===== config.mk =====
export PLATFORM = sky130hd
export DESIGN_NAME = clk_sel_ctrl
export DESIGN_NICKNAME = d
export VERILOG_FILES = /design/src/rtl/clk_sel_ctrl.sv
export SDC_FILE = /design/constraint.sdc
export NUM_CORES = 1
export LEC_CHECK = 0
export CORE_MARGIN = 2
export CORE_UTILIZATION = 30
export DETAILED_ROUTE_END_ITERATION = 16
export SLEW_MARGIN = 20
export SYNTH_ARGS = -nofsm -noshare
export SYNTH_HDL_FRONTEND = slang
export SYNTH_SLANG_ARGS = --single-unit

===== constraint.sdc =====
create_clock -name c_clk_i -period 2.75 [get_ports c_clk_i]
set_input_delay 0.55 -clock c_clk_i [delete_from_list [all_inputs] [get_ports c_clk_i]]
set_output_delay 0.55 -clock c_clk_i [all_outputs]
set_load 0.01 [all_outputs]

===== src/rtl/clk_sel_ctrl.sv =====
// -----------------------------------------------------------------------------
// clk_sel_ctrl
//
// Clock-select controller for a downstream glitch-free clock mux. It watches
// two candidate clocks, decides whether each is alive, and sequences
// switch requests and automatic failover. All logic runs on the reference
// clock c_clk_i.
//
// Liveness
//   Each candidate clock is sampled as plain asynchronous data. It passes
//   through a 2-flop synchronizer and then a third flop that acts as a
//   rising-edge detector, giving a one-cycle edge strobe. A shared window
//   counter runs 0..P_WIN-1. In each window, a per-clock counter counts edge
//   strobes and saturates at P_MIN_EDGES. In the wrap cycle the counter
//   result is loaded into s_alive_o[k] and the counter restarts. A strobe
//   that arrives in the wrap cycle counts toward the new window.
//
// Sequencing (IDLE -> SWITCH -> HOLD -> IDLE)
//   IDLE   : a request for the clock already selected gives a done pulse.
//            A request for a dead clock gives an error pulse. A request for
//            the other clock, if it is alive, loads the new select and
//            enters SWITCH.
//   SWITCH : lasts P_SETTLE cycles, then enters HOLD with a done pulse.
//   HOLD   : lasts P_DWELL cycles, then returns to IDLE.
//   Requests in SWITCH or HOLD are dropped with an error pulse.
//   Failover happens only in IDLE or HOLD, with s_auto_i set, the selected
//   clock dead and the other clock alive. It toggles the select and
//   restarts SWITCH. If a request arrives in the same cycle, the request
//   gets an error pulse.
//
// Parameters
//   P_WIN       activity window length in c_clk_i cycles (8..4096)
//   P_MIN_EDGES rising edges per window needed to count as alive (>= 1)
//   P_SETTLE    SWITCH length in cycles (>= 1)
//   P_DWELL     HOLD length in cycles (>= 1)
//
// Ports
//   c_clk_i      in   reference clock
//   s_rst_i      in   synchronous active-high reset
//   s_mon0_i     in   candidate clock 0 (asynchronous)
//   s_mon1_i     in   candidate clock 1 (asynchronous)
//   s_req_i      in   single-cycle switch request
//   s_req_sel_i  in   requested target clock, valid with s_req_i
//   s_auto_i     in   automatic failover enable
//   s_sel_o      out  registered clock-mux select
//   s_busy_o     out  high while in SWITCH or HOLD
//   s_done_o     out  one-cycle pulse: switch complete or no-op request
//   s_err_o      out  one-cycle pulse: rejected request
//   s_alive_o    out  per-clock liveness, bit k = clock k
// -----------------------------------------------------------------------------
module clk_sel_ctrl #(
    parameter int P_WIN       = 64,
    parameter int P_MIN_EDGES = 4,
    parameter int P_SETTLE    = 16,
    parameter int P_DWELL     = 256
) (
    input  logic       c_clk_i,
    input  logic       s_rst_i,
    input  logic       s_mon0_i,
    input  logic       s_mon1_i,
    input  logic       s_req_i,
    input  logic       s_req_sel_i,
    input  logic       s_auto_i,
    output logic       s_sel_o,
    output logic       s_busy_o,
    output logic       s_done_o,
    output logic       s_err_o,
    output logic [1:0] s_alive_o
);

    localparam int W_WIN     = $clog2(P_WIN);
    localparam int W_EDGE    = $clog2(P_MIN_EDGES + 1);
    localparam int P_TMR_MAX = (P_SETTLE > P_DWELL) ? P_SETTLE : P_DWELL;
    localparam int W_TMR     = $clog2(P_TMR_MAX + 1);

    // -------------------------------------------------------------------------
    // Shared activity window
    // -------------------------------------------------------------------------
    logic [W_WIN-1:0] win_cnt_reg;
    logic             win_wrap;

    assign win_wrap = (win_cnt_reg == W_WIN'(P_WIN - 1));

    always_ff @(posedge c_clk_i) begin
        if (s_rst_i) begin
            win_cnt_reg <= '0;
        end else if (win_wrap) begin
            win_cnt_reg <= '0;
        end else begin
            win_cnt_reg <= win_cnt_reg + W_WIN'(1);
        end
    end

    // -------------------------------------------------------------------------
    // Per-clock synchronizer, edge detector and edge counter
    // -------------------------------------------------------------------------
    logic [1:0] mon_in;
    logic [1:0] alive_vec;

    assign mon_in = {s_mon1_i, s_mon0_i};

    genvar gi;
    generate
        for (gi = 0; gi < 2; gi++) begin : g_mon
            // [0],[1] form the synchronizer; [2] is the delayed copy used
            // by the edge detector.
            logic [2:0]        sync_reg;
            logic              edge_stb;
            logic [W_EDGE-1:0] edge_cnt_reg;
            logic              alive_reg;

            assign edge_stb = sync_reg[1] & ~sync_reg[2];

            always_ff @(posedge c_clk_i) begin
                if (s_rst_i) begin
                    sync_reg <= 3'b000;
                end else begin
                    sync_reg <= {sync_reg[1:0], mon_in[gi]};
                end
            end

            always_ff @(posedge c_clk_i) begin
                if (s_rst_i) begin
                    edge_cnt_reg <= '0;
                    alive_reg    <= 1'b0;
                end else if (win_wrap) begin
                    // Saturation makes ">= P_MIN_EDGES" the same as
                    // "== P_MIN_EDGES". A strobe in this cycle starts the
                    // count for the next window.
                    alive_reg    <= (edge_cnt_reg == W_EDGE'(P_MIN_EDGES));
                    edge_cnt_reg <= W_EDGE'(edge_stb);
                end else if (edge_stb && (edge_cnt_reg != W_EDGE'(P_MIN_EDGES))) begin
                    edge_cnt_reg <= edge_cnt_reg + W_EDGE'(1);
                end
            end

            assign alive_vec[gi] = alive_reg;
        end
    endgenerate

    // -------------------------------------------------------------------------
    // Switch sequencer
    // -------------------------------------------------------------------------
    typedef enum logic [1:0] {
        ST_IDLE   = 2'd0,
        ST_SWITCH = 2'd1,
        ST_HOLD   = 2'd2
    } state_t;

    state_t           state_reg, state_next;
    logic [W_TMR-1:0] tmr_reg, tmr_next;
    logic             sel_reg, sel_next;
    logic             busy_reg, busy_next;
    logic             done_reg, done_next;
    logic             err_reg, err_next;
    logic             err_pend_reg, err_pend_next;
    logic             err_raw;
    logic             failover;

    // Failover needs the selected clock dead and the other clock alive. If
    // both clocks are dead, the current select is kept.
    assign failover = s_auto_i && (state_reg != ST_SWITCH)
                      && !alive_vec[sel_reg] && alive_vec[~sel_reg];

    always_comb begin
        state_next    = state_reg;
        tmr_next      = tmr_reg;
        sel_next      = sel_reg;
        done_next     = 1'b0;
        err_raw       = 1'b0;
        err_next      = 1'b0;
        err_pend_next = 1'b0;

        case (state_reg)
            ST_IDLE: begin
                if (failover) begin
                    sel_next   = ~sel_reg;
                    state_next = ST_SWITCH;
                    tmr_next   = '0;
                    err_raw    = s_req_i;
                end else if (s_req_i) begin
                    if (s_req_sel_i == sel_reg) begin
                        done_next = 1'b1;
                    end else if (!alive_vec[s_req_sel_i]) begin
                        err_raw = 1'b1;
                    end else begin
                        sel_next   = s_req_sel_i;
                        state_next = ST_SWITCH;
                        tmr_next   = '0;
                    end
                end
            end

            ST_SWITCH: begin
                err_raw = s_req_i;
                if (tmr_reg == W_TMR'(P_SETTLE - 1)) begin
                    state_next = ST_HOLD;
                    tmr_next   = '0;
                    done_next  = 1'b1;
                end else begin
                    tmr_next = tmr_reg + W_TMR'(1);
                end
            end

            ST_HOLD: begin
                err_raw = s_req_i;
                if (failover) begin
                    // Skip the rest of the dwell time and settle again on
                    // the clock that is still alive.
                    sel_next   = ~sel_reg;
                    state_next = ST_SWITCH;
                    tmr_next   = '0;
                end else if (tmr_reg == W_TMR'(P_DWELL - 1)) begin
                    state_next = ST_IDLE;
                    tmr_next   = '0;
                end else begin
                    tmr_next = tmr_reg + W_TMR'(1);
                end
            end

            default: begin
                state_next = ST_IDLE;
                tmr_next   = '0;
            end
        endcase

        // done and err must not pulse in the same cycle. The only case where
        // they would is a request dropped in the last SWITCH cycle. That
        // error is held one cycle and sent in the first HOLD cycle, which
        // can never carry a done pulse.
        err_pend_next = done_next & (err_raw | err_pend_reg);
        err_next      = ~done_next & (err_raw | err_pend_reg);

        busy_next = (state_next != ST_IDLE);
    end

    always_ff @(posedge c_clk_i) begin
        if (s_rst_i) begin
            state_reg    <= ST_IDLE;
            tmr_reg      <= '0;
            sel_reg      <= 1'b0;
            busy_reg     <= 1'b0;
            done_reg     <= 1'b0;
            err_reg      <= 1'b0;
            err_pend_reg <= 1'b0;
        end else begin
            state_reg    <= state_next;
            tmr_reg      <= tmr_next;
            sel_reg      <= sel_next;
            busy_reg     <= busy_next;
            done_reg     <= done_next;
            err_reg      <= err_next;
            err_pend_reg <= err_pend_next;
        end
    end

    assign s_sel_o   = sel_reg;
    assign s_busy_o  = busy_reg;
    assign s_done_o  = done_reg;
    assign s_err_o   = err_reg;
    assign s_alive_o = alive_vec;

endmodule


# --- After elaboration in Yosys (flattened, before gate mapping) ---
# Cells that the tools add are included.
totals:
  register_bits: 36
  word_cells: 104
  input_bits: 7
  out_inout_bits: 6
classes:
  muxes: 42
  order_cmp: 3
  addsub: 4
  bitwise: 9
  eq_ne: 15
  reduce_logical: 15
ops:
  columns: ["operator", "count"]
  rows:
  - ["two-way mux 9 bit", 7]
  - ["one-hot mux 9 bit (3 select lines)", 1]
  - ["two-way mux 1 bit", 23]
  - ["!= test 3 bit (second input constant)", 5]
  - ["two-way mux 2 bit", 7]
  - ["adder 9 x 1 -> 9 bit (second input constant)", 1]
  - ["equality test 9 x 4 -> 1 bit (second input constant)", 1]
  - ["equality test 9 x 8 -> 1 bit (second input constant)", 1]
  - ["nonzero test 2 bit", 4]
  - ["adder 3 x 1 -> 3 bit (second input constant)", 2]
  - ["adder 6 x 1 -> 6 bit (second input constant)", 1]
  - ["equality test 3 bit (second input constant)", 2]
  - ["equality test 6 bit (second input constant)", 1]
  - ["< comparator 1 x 2 -> 1 bit (second input constant)", 3]
  - ["one-hot mux 1 bit (2 select lines)", 3]
  - ["one-hot mux 2 bit (3 select lines)", 1]
  - ["logical AND 1 bit", 5]
  - ["AND reduction 5 bit", 1]
  - ["bitwise AND 1 bit", 4]
  - ["inverter 1 bit", 4]
  - ["OR reduction 2 bit", 2]
  - ["AND reduction 3 bit", 1]
  - ["equality test 2 x 1 -> 1 bit (second input constant)", 1]
  - ["equality test 2 bit (second input constant)", 1]
  - ["other kinds (6)", 6]

# --- Depth between registers and ports, before layout ---
logic_depth:
  ltp_word: 9
  depth_mapped: 12

# --- Least setup slack after synthesis ---
# Ideal clock, no wire load.
synth_path:
  path_kind: "reg-to-reg"
  start: "register tmr_reg[0]"
  end: "register busy_reg (netlist: s_busy_o)"
  stages_incl_launch_ff: 11
  arrival_time_ns: 1.918
  n_path_buf: 0
  t_required_ns: 2.630
  setup_time_ns: 0.120
  slack_ns: 0.712
  path_cell_list: "dfxtp_1 ha_1 nand3_1 nor2_1 nand3_1 inv_1 ha_1 and2b_1 o21ai_0 a221oi_4 or2_1"
synth_between:
  elab_chain_cells: 5
  elab_cells_between_ends: 7
  cone_classes: "2 x eq/ne; 4 x mux; 1 x reduce/logical"
synth_rtl:
  columns: ["item", "line", "rtl"]
  rows:
  - ["start, declared", "151", "logic [W_TMR-1:0] tmr_reg, tmr_next;"]
  - ["start signal, assigned", "248", "tmr_reg <= tmr_next;"]
  - ["equality test 9 x 8 -> 1 bit", "213", "end else if (tmr_reg == W_TMR'(P_DWELL - 1)) begin"]
  - ["two-way mux 2 bit", "213", null]
  - ["two-way mux 2 bit", "207", "if (failover) begin"]
  - ["one-hot mux 2 bit (3 select lines) (*)", "174", "case (state_reg)"]
  - ["nonzero test 2 bit (*)", "234", "busy_next = (state_next != ST_IDLE);"]
  - ["end signal, assigned", "250", "busy_reg <= busy_next;"]
  - ["end, declared", "153", "logic busy_reg, busy_next;"]
# Mark *: on every way between the ends. The rest lies on a longest branch, timed or not.
# A chain may end at the register's enable or synchronous reset.

# --- Final worst setup path ---
layout_path:
  start: "register tmr_reg[0]"
  end: "register tmr_reg[5]"
layout_between:
  elab_chain_cells: 4
  elab_cells_between_ends: 7
  cone_classes: "1 x add/sub; 2 x eq/ne; 4 x mux"
layout_rtl:
  columns: ["item", "line"]
  rows:
  - ["adder 9 x 1 -> 9 bit / equality test 9 x 8 -> 1 bit (equally long branches)", "201, 217, 213"]
  - ["two-way mux 9 bit", "213"]
  - ["two-way mux 9 bit", "207"]
  - ["one-hot mux 9 bit (3 select lines) (*)", "174"]
# Marked as above.

==> summary.md <==
| Metric | Value |
|---|---|
| Status | finished clean |
| Dpl hpwl | about 2500 µm |
| CP startpoint kind | flip-flop |
| Largest net degree at the start of global routing | 15 |
| Final Hold Vio Count | 0 |
| Cell row count | 28 |
| Largest cells by area after synthesis | dfxtp_1 39%, ha_1 8.2%, nand3_1 5.7% |
| Area Growth Syn to Fin | 14.6% |
| Max-slew headroom | between 60% and 70% |
| Post-CTS setup buffer count | 0 |
| CTS sink count | 36 |
| Die width | 82.3 µm |
| Global Route Usage Sum | a little under an eighth |
| Drt total wl | about 3400 µm |
| Vias per cell | ~4.9 |
| Reg clk slew, reported paths | 0.07 ns |
| Leakage | roughly 0.76 nW |
| Clock skew | roughly 0.0064 ns |
| Ys async rst share | 0% |
| Synthesized area per cell | between 8 and 9 µm² |
| Syn Std Cell Area | 1840 µm² |
| Synth cell types | 42 |
| Final setup viols | 0 |
| Vias in the first global route | 1342 |
| Post-route ant nets | 0 |
| Num ports | 13 |
| Cell taking the most area after synthesis | dfxtp_1 |
| Flip-flop count of the largest register after layout | 9 |
| RSZ-0062 raised after global routing | false |
| CTS resizes | 0 |
| Cell count after synthesis | 216 |
| Post-synth top area share | 39.2% |
| Grt met3 use | 3.04% |
| Hold path start | g_mon[0].sync_reg[0]$_SDFF_PP0_ |
| Hold path cells | 1 |
| Met2 usage | between 10% and 20% |
| Primary FF master, synth | dfxtp_1 |
| Worst Hold Path EP | g_mon[0].sync_reg[1]$_SDFF_PP0_ |
| CTS Hold Buffers Added | 0 |
| Average wire per standard cell | about 11 µm |
| Via count | ~1.5k |
| Max frequency | 0.429 GHz |
| Most numerous cell in the Yosys netlist | dfxtp_1 |
| TritonCTS Buffers | 5 |
| Worst path required time | about 3 ns |
| Starting Density | between 30 and 40% |
| Seq/Total Area, Yosys | between 30% and 40% |
| Yosys warns | 0 |
| Initial antenna violation count | 0 |
| Final setup TNS | 0 ns |
| Post-synthesis net count | 235 |
| Final Wtd Congestion | 0.745 |
| Pwr dens | 455 nW/µm² |
| Max Cap Violations | 0 |
| Pre-antenna DRT Iters | 5 |
| Die Area | a little under 7000 µm² |
| Worst Hold Class | reg2reg |
| I/O Buffers | 12 |
| Post-synth EDFFs | 0 |
| R2r endpoint | tmr_reg[5]$_SDFFE_PP0P_ |
| Flops & latches, synth | 36 |
| Ant diodes | 0 |
| Element type at the critical path end | flip-flop |
| FF-to-FF setup slack | ~0.42 ns |
| Grt peak-use layer | met2 |
| Crit-path max FO | 14 |
| WP data arrival | 2.55 ns |
| Routing usage on met1 | between 10% and 20% |
| Clock buffer depth | 2 |
| Root Driver | clkbuf_8 |
| Die height | 82.3 µm |
| H-tree depth | 2 |
| Synth top cells by count | 36 x dfxtp_1, 24 x nand2_1, 21 x nand3_1, 16 x a21oi_1, 15 x nor2_1 |
| Grt total ovfl | 0 |
| Pins over their slew limit | 0 |
| First DRT Iteration DRCs | between 60 and 70 |
| Tcrit/Tclk final | between 80% and 90% |
| Worst slew pin tran | around 0.54 ns |
| Share of layout cells above drive strength 1 | a little under 9% |
| Core area | approximately 6000 µm² |
| First-pass GRT wire length | approximately 6000 µm |
| DP Worst Slack | slightly above 0.4 ns |
| Clock Latency Late Sink | roughly 0.29 ns |
| Setup crit start | tmr_reg[0]$_SDFFE_PP0P_ |
| Crit path kind | reg2reg |
| Max VDD drop | between 150 and 200 µV |
| FF-to-FF Start | tmr_reg[0]$_SDFFE_PP0P_ |
| Nets | 247 |
| Drt drc | 0 |
| CTS tree | built |
| Fin worst setup slack | roughly 0.42 ns |
| Final min period | ~2.3 ns |
| Cell depth of the worst flop-to-flop path | 11 |
[per-layer routing]
metal  vias up  part of all wire [%]
met3         8                   4.3
li1        783                     -
met1       675                    49
met4         0                   1.7
met5         -                     0
met2        21                    45
[worst max-delay path by stage]
stage | slack (ns) | end
5_1_grt | 0.16 | tmr_reg[2]$_SDFFE_PP0P_
6_report | 0.42 | tmr_reg[5]$_SDFFE_PP0P_
4_1_cts | 0.40 | tmr_reg[3]$_SDFFE_PP0P_
3_3_place_gp | 0.44 | s_busy_o$_SDFF_PP0_
2_1_floorplan | 0.71 | s_busy_o$_SDFF_PP0_
3_5_place_dp | 0.41 | s_busy_o$_SDFF_PP0_
[power breakdown]
part / switching [W] / total, W / internal [W]
combinational: 0.0000253 / 0.0000512 / 0.0000260
sequential: 0.00000527 / 0.000537 / 0.000532
clock: 0.000194 / 0.000371 / 0.000176
[cell type report]
type / instances / area [µm²]
flip-flops and latches: 36 / 721
fillers: 623 / 3810
repair buffers: 14 / 135
inverters: 12 / 45.0
well taps: 75 / 93.8
clock buffers: 5 / 68.8
multi-input cells: 159 / 1030
clock inverters: 3 / 18.8
[cells in the final DEF, fill, tap and decap left out, drive strengths merged, types with 2 or more instances in the layout]
cell type / instances
clkdlybuf4s50: 12
nand2b: 4
ha: 12
nand3b: 5
nor3: 2
a32o: 2
xnor2: 4
o21ai: 6
or4: 2
clkbuf: 5
clkinv: 3
a31oi: 7
nand3: 21
a21oi: 17
and4b: 3
nand2: 24
nor2: 15
nand4b: 5
and2: 2
nor2b: 9
buf: 2
dfxtp: 36
and3: 4
or2: 2
inv: 12
[through the flow]
stage	cells	util [%]	total power [W]	cell area (µm²)	hold WS, ns
2_1_floorplan	216	-	0.000581	1840	0.414
6_report	304	35.6	0.000959	2110	0.436
3_5_place_dp	296	34.1	0.000601	2020	0.424
4_1_cts	304	35.6	0.000976	2110	0.441
3_3_place_gp	296	34.1	0.000600	2020	0.417
5_1_grt	304	35.6	0.00101	2110	0.462
[critical path, cell delays in order, from the launching register on]
cell and delay (ns):
dfxtp_1 0.35, ha_1 0.23, nand3_1 0.18, nor2_1 0.10, nand3_1 0.11, inv_1 0.05
ha_1 0.16, and2b_1 0.22, nand2_1 0.07, o2bb2ai_2 0.47, nand3_1 0.14, a31oi_1 0.19
[cell families (layout without fill, tap and decap cells)]
family	Yosys count	count (layout)	share of synthesized area, %
buffers and inverters	21	34	5.03
AND/OR/NAND/NOR	102	102	30.3
adder cells (fa/ha/maj)	12	12	8.16
flip-flops	36	36	39.2
XOR/XNOR	5	5	2.38
AO/OA/AOI/OAI	40	40	14.9
(Power assumes the default switching activity.)
